===== src/rtl/spi_flash_pkg.sv =====
// Shared definitions for the SPI flash controllers: sequencer states and opcodes.
package spi_flash_pkg;

    typedef enum logic [2:0] {
        ST_IDLE,
        ST_CMD,
        ST_A2,
        ST_A1,
        ST_A0,
        ST_DATA,
        ST_DESEL,
        ST_DONE
    } state_t;

    localparam logic [7:0] OP_READ      = 8'h03;
    localparam logic [7:0] OP_FAST_READ = 8'h0B;
    localparam logic [7:0] OP_RDSR      = 8'h05;

    localparam logic [7:0] READ_CMD_DEFAULT = OP_READ;

endpackage


===== src/rtl/spi_flash_read_ctrl.sv =====
// SPI flash READ sequencer: opcode, 24-bit address, then len data bytes streamed
// into a fifo, one byte in flight at a time, with abort and CS high-time guard.
module spi_flash_read_ctrl
    import spi_flash_pkg::*;
#(
    parameter logic [7:0] READ_CMD       = READ_CMD_DEFAULT,
    parameter int         LEN_BITS       = 16,
    parameter int         CS_HIGH_CYCLES = 4
) (
    input  logic                clk,
    input  logic                reset,
    input  logic                start,
    input  logic [23:0]         addr,
    input  logic [LEN_BITS-1:0] len,
    input  logic                abort,
    output logic                busy,
    output logic                done,
    output logic                spi_cs_n,
    output logic                spi_start,
    output logic [7:0]          spi_tx_data,
    input  logic                spi_ready,
    input  logic                spi_done,
    input  logic [7:0]          spi_rx_data,
    input  logic                fifo_space_available,
    output logic [7:0]          fifo_write_data,
    output logic                fifo_write_strobe
);

    localparam int CW = $clog2(CS_HIGH_CYCLES + 1);

    state_t                state;
    logic [23:0]           addr_q;
    logic [LEN_BITS-1:0]   remaining;
    logic                  outstanding;
    logic                  abort_pend;
    logic [CW-1:0]         cs_cnt;
    logic [7:0]            next_byte;
    logic                  can_issue;

    always_comb begin
        next_byte = 8'h00;
        case (state)
            ST_CMD:  next_byte = READ_CMD;
            ST_A2:   next_byte = addr_q[23:16];
            ST_A1:   next_byte = addr_q[15:8];
            ST_A0:   next_byte = addr_q[7:0];
            default: next_byte = 8'h00;
        endcase
    end

    // Data dummies also need fifo room; the single-outstanding rule absorbs
    // the one-cycle lag of the fifo's registered space flag.
    always_comb begin
        can_issue = 1'b0;
        if (!outstanding && spi_ready) begin
            case (state)
                ST_CMD, ST_A2, ST_A1, ST_A0: can_issue = 1'b1;
                ST_DATA: can_issue = (remaining != '0) && fifo_space_available;
                default: can_issue = 1'b0;
            endcase
        end
    end

    always_ff @(posedge clk) begin
        if (reset) begin
            state             <= ST_IDLE;
            addr_q            <= '0;
            remaining         <= '0;
            outstanding       <= 1'b0;
            abort_pend        <= 1'b0;
            cs_cnt            <= '0;
            busy              <= 1'b0;
            done              <= 1'b0;
            spi_cs_n          <= 1'b1;
            spi_start         <= 1'b0;
            spi_tx_data       <= 8'h00;
            fifo_write_data   <= 8'h00;
            fifo_write_strobe <= 1'b0;
        end else begin
            spi_start         <= 1'b0;
            fifo_write_strobe <= 1'b0;
            done              <= 1'b0;

            case (state)
                ST_IDLE: begin
                    if (start) begin
                        busy <= 1'b1;
                        if (len == '0) begin
                            state <= ST_DONE;
                        end else begin
                            addr_q     <= addr;
                            remaining  <= len;
                            abort_pend <= 1'b0;
                            spi_cs_n   <= 1'b0;
                            state      <= ST_CMD;
                            // Opcode goes out immediately when the engine is free.
                            if (spi_ready) begin
                                spi_start   <= 1'b1;
                                spi_tx_data <= READ_CMD;
                                outstanding <= 1'b1;
                            end
                        end
                    end
                end

                ST_CMD, ST_A2, ST_A1, ST_A0, ST_DATA: begin
                    if (outstanding && spi_done) begin
                        outstanding <= 1'b0;
                        if (abort || abort_pend) begin
                            state      <= ST_DESEL;
                            spi_cs_n   <= 1'b1;
                            cs_cnt     <= '0;
                            abort_pend <= 1'b0;
                        end else begin
                            case (state)
                                ST_CMD: state <= ST_A2;
                                ST_A2:  state <= ST_A1;
                                ST_A1:  state <= ST_A0;
                                ST_A0:  state <= ST_DATA;
                                default: begin
                                    fifo_write_data   <= spi_rx_data;
                                    fifo_write_strobe <= 1'b1;
                                    remaining         <= remaining - 1'b1;
                                    if (remaining == LEN_BITS'(1)) begin
                                        state    <= ST_DESEL;
                                        spi_cs_n <= 1'b1;
                                        cs_cnt   <= '0;
                                    end
                                end
                            endcase
                        end
                    end else if (abort || abort_pend) begin
                        // Let an in-flight byte finish; its data is dropped above.
                        if (outstanding) begin
                            abort_pend <= 1'b1;
                        end else begin
                            state      <= ST_DESEL;
                            spi_cs_n   <= 1'b1;
                            cs_cnt     <= '0;
                            abort_pend <= 1'b0;
                        end
                    end else if (can_issue) begin
                        spi_start   <= 1'b1;
                        spi_tx_data <= next_byte;
                        outstanding <= 1'b1;
                    end
                end

                ST_DESEL: begin
                    if (cs_cnt == CW'(CS_HIGH_CYCLES - 1)) state <= ST_DONE;
                    else                                  cs_cnt <= cs_cnt + 1'b1;
                end

                ST_DONE: begin
                    done  <= 1'b1;
                    busy  <= 1'b0;
                    state <= ST_IDLE;
                end

                default: state <= ST_IDLE;
            endcase
        end
    end

endmodule

===== config.mk =====
export PLATFORM = sky130hd
export DESIGN_NAME = spi_flash_read_ctrl
export DESIGN_NICKNAME = d
export VERILOG_FILES = /design/src/rtl/spi_flash_pkg.sv /design/src/rtl/spi_flash_read_ctrl.sv
export SDC_FILE = /design/constraint.sdc
export NUM_CORES = 1
export LEC_CHECK = 0
export CORE_MARGIN = 4
export CORE_UTILIZATION = 51
export CTS_CLUSTER_DIAMETER = 30
export CTS_CLUSTER_SIZE = 12
export DETAILED_ROUTE_END_ITERATION = 10
export PLACE_DENSITY = 0.8
export SYNTH_ARGS = -nofsm -noshare
export SYNTH_HDL_FRONTEND = slang
export SYNTH_SLANG_ARGS = --single-unit

===== constraint.sdc =====
create_clock -name clk -period 2.2 [get_ports clk]
set_input_delay 0.44 -clock clk [delete_from_list [all_inputs] [get_ports clk]]
set_output_delay 0.44 -clock clk [all_outputs]
set_load 0.03 [all_outputs]

==> impl_metrics.toml, run 1 <==
[place]
place.port_buffers = 75
dp.cells = 625
pre_cts_slack_ns = -0.2128
gp_congestion = 0.9322
place_hpwl_um = 7448

[drt]
wl_per_cell_um = 16.60
drt_iter0_drc = 277
wl_um = 10640
avgViaCountPerCell = 6.042
ant_nets = 0
drt_first_pass_iters = 5
drc = 0
vias = 3873

[synth]
synth_cell_type_count = 66
yosysWarningCount = 0
syn_nets = 502
synth_area_per_cell_um2 = 8.264
synth_most_common_cell = "dfxtp_1"
synthTopCellsByCount = "69 x dfxtp_1, 66 x nand2_1, 53 x a21oi_1"
synthesis.instances = 443
synth_top_area_share_pct = 37.73
synthArstFlopShare_pct = 0
synthTopCellsByArea = "dfxtp_1 38%, a21oi_1 7.2%, nand2_1 6.8%"
syn_area_um2 = 3661
synth_edf_count = 0
ys_seq_elements = 69
synth_top_flop_cell = "dfxtp_1"
synth_top_area_cell = "dfxtp_1"
ys_seq_area_share_pct = 37.73

[sta]
fin_crit_ns = 2.061
skew_ns = 0.01520
period_share_pct = 93.68
fin_ws_ns = 0.1390
whs_ns = 0.4634
slew_viol_final = 0
rsz0062_at_grt = "false"
hold_viol = 0
tightest_slew_ns = 0.7344
setup_violations = 0
max_freq_ghz = 0.4852
relSlewSlack_pct = 51.04
fin_setup_tns_ns = 0

[worst_setup_path]
crit_chain = "clkdlybuf4s50_1, nor4_1, nand4_2, buf_4, o211a_4, a311o_1, o31ai_1"
crit_start = "len[11]"
cpPeakStageDelay_ns = 0.43
timing.rr.start = "remaining[1]"
critPathSlowestCell = "clkdlybuf4s50_1"
crit_end = "remaining[13]"
worst-setup-path-type = "in2reg"
worstPathRequired_ns = 2.46
path_max_fanout = 6
path_buf_inv = 2
rr_worst_depth = 7
r2r_end = "cs_cnt[1]"
cpLargestDelayFamily = "compound AO/OA/AOI/OAI gates"
cp.depth = 7
cp.arrival_ns = 2.32
startpoint_type = "primary input"
end_kind = "flip-flop"
reg2reg_slack_ns = 0.17

[run_status]
status = "complete, no violations"

[final_layout]
n_fill_cell = 546
layout.cells.non_filler = 641
layout-drive-gt1-share_pct = 15.05
num-nets-final = 599
syn_to_final_growth_pct = 35.61
n_antenna_cell = 0

[pwr]
p_sw_w = 0.003379
peakVddDrop_uv = 635.5
clockPowerShare_pct = 16.3
pwr-share-comb_pct = 59.2
p_sw_share_pct = 45.93
p_int_w = 0.003977
p_total_w = 0.007355
seq_power_share_pct = 24.6
power_leakage_nw = 1.809
power.density_nw_per_um2 = 1481

[clock_tree]
tritoncts = "done"
htree_levels = 3
clock-sinks = 69
cts_buffers = 9
cts.path.max_buffers = 2
post-cts-setup-buffers = 0
clk_pin_slew_worst_paths_ns = 0.08
root_buffer = "clkbuf_8"
cts_hold_buffers = 0
clock_latency_ns = 0.36
cts_resized = 0

[worst_hold_path]
worstHoldStart = "addr_q[18]"
holdCritPathClass = "reg2reg"

[global_route]
antenna_found_initial = 0
grt_use_total_pct = 25.11
grt_pass1_vias = 3726
gr-total-overflow = 0
grt_max_degree = 70
grt_first_pass_wirelength_um = 17440

[floorplanning]
fp.dieH_um = 92.73
initial_core_util_pct = 53.30
coreArea_um2 = 6869
io_pins = 76
die_area_um2 = 8598
std_cell_rows = 30
dieWidth_um = 92.73

[run]
maxCapViolations = 0
==> through the flow <==
stage | util, % | instance area (µm²)
5_1_grt | 72.28 | 4965
3_3_place_gp | 68.91 | 4733
6_report | 72.28 | 4965
3_5_place_dp | 68.91 | 4733
4_1_cts | 72.28 | 4965
2_1_floorplan | - | 3661
==> power groups by stage <==
stage	clock network [W]	registers, W	logic [W]
2_1_floorplan	0	0.00181	0.00302
3_3_place_gp	0	0.00180	0.00414
3_5_place_dp	0	0.00182	0.00426
4_1_cts	0.00121	0.00179	0.00429
5_1_grt	0.00128	0.00184	0.00472
6_report	0.00120	0.00181	0.00435
==> cells by family (layout without fill, tap and decap cells) <==
logic type / count (synthesis) / count (layout) / synth area share, %
AOI/OAI and AO/OA: 150 / 150 / 28.68
muxes: 10 / 10 / 2.734
buffers and inverters: 43 / 145 / 5.571
DFF: 69 / 69 / 37.73
adders and majority gates: 5 / 5 / 1.641
and+or+nand+nor: 166 / 166 / 23.65
==> worst min-delay path by stage <==
stage	cells after the start	endpoint
after global routing	2	addr_q[6]
after global placement	2	addr_q[15]
after CTS	2	addr_q[8]
after floorplan	2	addr_q[0]
after detailed placement	2	addr_q[8]
final	2	addr_q[18]
==> cell usage in the layout, fill, tap and decap left out, drive strengths merged, types with 3 or more instances in the layout <==
| cell type | Yosys | layout |
|---|---|---|
| clkdlybuf4s50 | 0 | 74 |
| dfxtp | 69 | 69 |
| nand2 | 68 | 68 |
| a21oi | 54 | 54 |
| buf | 15 | 43 |
| nor2 | 22 | 22 |
| o21ai | 21 | 21 |
| nor3 | 21 | 21 |
| nand3 | 18 | 18 |
| inv | 11 | 12 |
| o31ai | 11 | 11 |
| mux2i | 10 | 10 |
| clkbuf | 16 | 10 |
| nor4 | 9 | 9 |
| nand4 | 8 | 8 |
| o21a | 7 | 7 |
| o311ai | 7 | 7 |
| a31oi | 6 | 6 |
| a22oi | 6 | 6 |
| o211ai | 6 | 6 |
| a211oi | 6 | 6 |
| nor2b | 4 | 4 |
| o32ai | 4 | 4 |
| ha | 4 | 4 |
| o41ai | 4 | 4 |
| a211o | 4 | 4 |
| and3 | 3 | 3 |
| clkinv | 1 | 3 |
==> tightest hold or removal path, cell delays in order (launching register included) <==
cell and delay (ns):
dfxtp_1 0.32, nand2_1 0.05, a21oi_1 0.05
==> area by class of cell <==
type                    instances  area (µm²)  share of cell area [%]
flip-flops and latches         69        1381                   27.82
multi-input cells             331        2076                   41.81
inverters                      12       45.04                  0.9073
repair buffers                117        1111                   22.38
clock buffers                  10       137.6                   2.772
clock inverters                 6       93.84                   1.890
well taps                      96       120.1                   2.419
==> state kept, by name, summed over array words and instances, names as in the netlist <==
register and flops:
addr_q 24, remaining 16, fifo_write_data 8, spi_tx_data 8, cs_cnt 3, state 3, abort_pend 1, busy 1
done 1, fifo_write_strobe 1, outstanding 1, spi_cs_n 1, spi_start 1
==> metal layers <==
metal | up-vias | wire, µm | global-route usage [%]
li1 | 1853 | - | -
met1 | 1815 | 4363 | 29.34
met2 | 177 | 5225 | 44.29
met3 | 28 | 790 | 5.930
met4 | 0 | 263 | 9.646
met5 | - | 0 | 0
Note: power is estimated with default switching activity, not from simulation.
==> inputs of run 2 (changes only) <==
- CTS_CLUSTER_SIZE: 12 -> 24
- GPL_TIMING_DRIVEN: unset -> 0
- HOLD_SLACK_MARGIN: unset -> 0.08
==> impl_metrics.toml, run 2 (synthesis results as in run 1) <==
[clock_tree]
clock-sinks = 69
clk_pin_slew_worst_paths_ns = 0.09
htree_levels = 3
root_buffer = "clkbuf_8"
clock_latency_ns = 0.36
cts_buffers = 9
cts.path.max_buffers = 2
tritoncts = "done"

[drt]
drt_first_pass_iters = 5
drt_iter0_drc = 339
vias = 3952
drc = 0
ant_nets = 0
wl_per_cell_um = 18.16
wl_um = 11480
avgViaCountPerCell = 6.253

[floorplanning]
coreArea_um2 = 6869
die_area_um2 = 8598
dieWidth_um = 92.73
fp.dieH_um = 92.73
initial_core_util_pct = 53.30
io_pins = 76
std_cell_rows = 30

[final_layout]
num-nets-final = 590
largest_registers = "addr_q x24, remaining x16"
layout_common_cells = "73 x clkdlybuf4s50_1, 69 x dfxtp_1, 65 x nand2_1"
n_antenna_cell = 0
layout_commonest_cell = "clkdlybuf4s50_1"
layout-drive-gt1-share_pct = 11.57
largest_reg_flops = 24
final_util_pct = 69.89
syn_to_final_growth_pct = 31.13
regMostFlops = "addr_q"

[sta]
fin_ws_ns = 0.04402
hold_viol = 0
slew_viol_final = 0
rsz0062_at_grt = "true"
tightest_slew_ns = 0.6859
fin_crit_ns = 2.156
setup_violations = 0
skew_ns = 0.008830
relSlewSlack_pct = 54.10
period_share_pct = 98.00
max_freq_ghz = 0.4638

[place]
pre_cts_slack_ns = -0.5113
place_hpwl_um = 8010
place.port_buffers = 73
gp_congestion = 0.9505

[worst_hold_path]
holdCritPathClass = "reg2reg"

[global_route]
grt_pass1_vias = 3879
grt_use_total_pct = 26.58
antenna_found_initial = 0
gr-total-overflow = 0
grt_max_degree = 15
grt_first_pass_wirelength_um = 18350

[pwr]
peakVddDrop_uv = 663.7
power_leakage_nw = 1.684
power.density_nw_per_um2 = 1502

[worst_setup_path]
startpoint_type = "primary input"
end_kind = "flip-flop"
path_max_fanout = 5
worstPathRequired_ns = 2.48
worst-setup-path-type = "in2reg"
cp.arrival_ns = 2.43

[run_status]
status = "complete, no violations"

[run]
maxCapViolations = 0
## run 2: stage by stage
stage | total power (W) | hold slack (ns) | setup TNS (ns) | instances | instance area [µm²]
after CTS | 0.007012 | 0.4602 | 0 | 630 | 4750
after global placement | 0.005763 | 0.4426 | -20.74 | 612 | 4512
final | 0.007210 | 0.4610 | 0 | 632 | 4801
after detailed placement | 0.005888 | 0.4479 | -23.59 | 612 | 4512
after floorplan | 0.004830 | 0.4332 | 0 | 443 | 3661
after global routing | 0.007602 | 0.4770 | -0.07178 | 632 | 4801
## run 2: cell type report
cell class                      instances  area [µm²]
Tap cell                               96       120.1
Multi-Input combinational cell        331        2112
Sequential cell                        69        1381
Timing Repair Buffer                   77       773.2
Fill cell                             558        2068
Buffer                                 31       165.2
Clock inverter                          7       80.08
Clock buffer                            9       123.9
Inverter                               12       45.04
## run 2: critical path: stages
cell and delay, ns:
clkdlybuf4s50_1 0.48, nor4_4 0.36, nand4_2 0.21, and3_1 0.23, buf_2 0.16, o21ai_4 0.28, mux2i_1 0.27
## run 2: path summary, 6_finish.rpt
path	from	end	slack (ns)	cells after the start
max	len[6]	spi_tx_data[0]	0.04	7
min	addr_q[5]	addr_q[5]	0.46	2
max reg2reg	remaining[2]	spi_tx_data[0]	0.06	5
min reg2reg	addr_q[5]	addr_q[5]	0.46	2
## run 2: power by group
part | leakage [nW] | switching (W) | internal, W | total, W
Clock | 0.0968 | 0.000549 | 0.000537 | 0.00109
Combinational | 1.02 | 0.00275 | 0.00159 | 0.00433
Sequential | 0.562 | 0.000259 | 0.00153 | 0.00179
Total | 1.68 | 0.00355 | 0.00366 | 0.00721
## run 2: routing by layer
metal  part of all wire (%)  global-route usage (%)  wire length, µm  up-vias
li1                       -                       -                -     1839
met1                     39                   30.87             4509     1843
met2                     49                   46.40             5610      228
met3                    9.0                   7.067             1033       42
met4                    2.8                   10.50              322        0
met5                      0                       0                0        -
## run 2: what timing repair did
action / in CTS / in global routing
hold endpoints to repair: 0 / 0
endpoints found under the setup margin: 41 / 36
gates resized for setup: 3 / 9
pin swaps: 2 / 3
buffers inserted: 2 / 2
hold buffers: 0 / 0
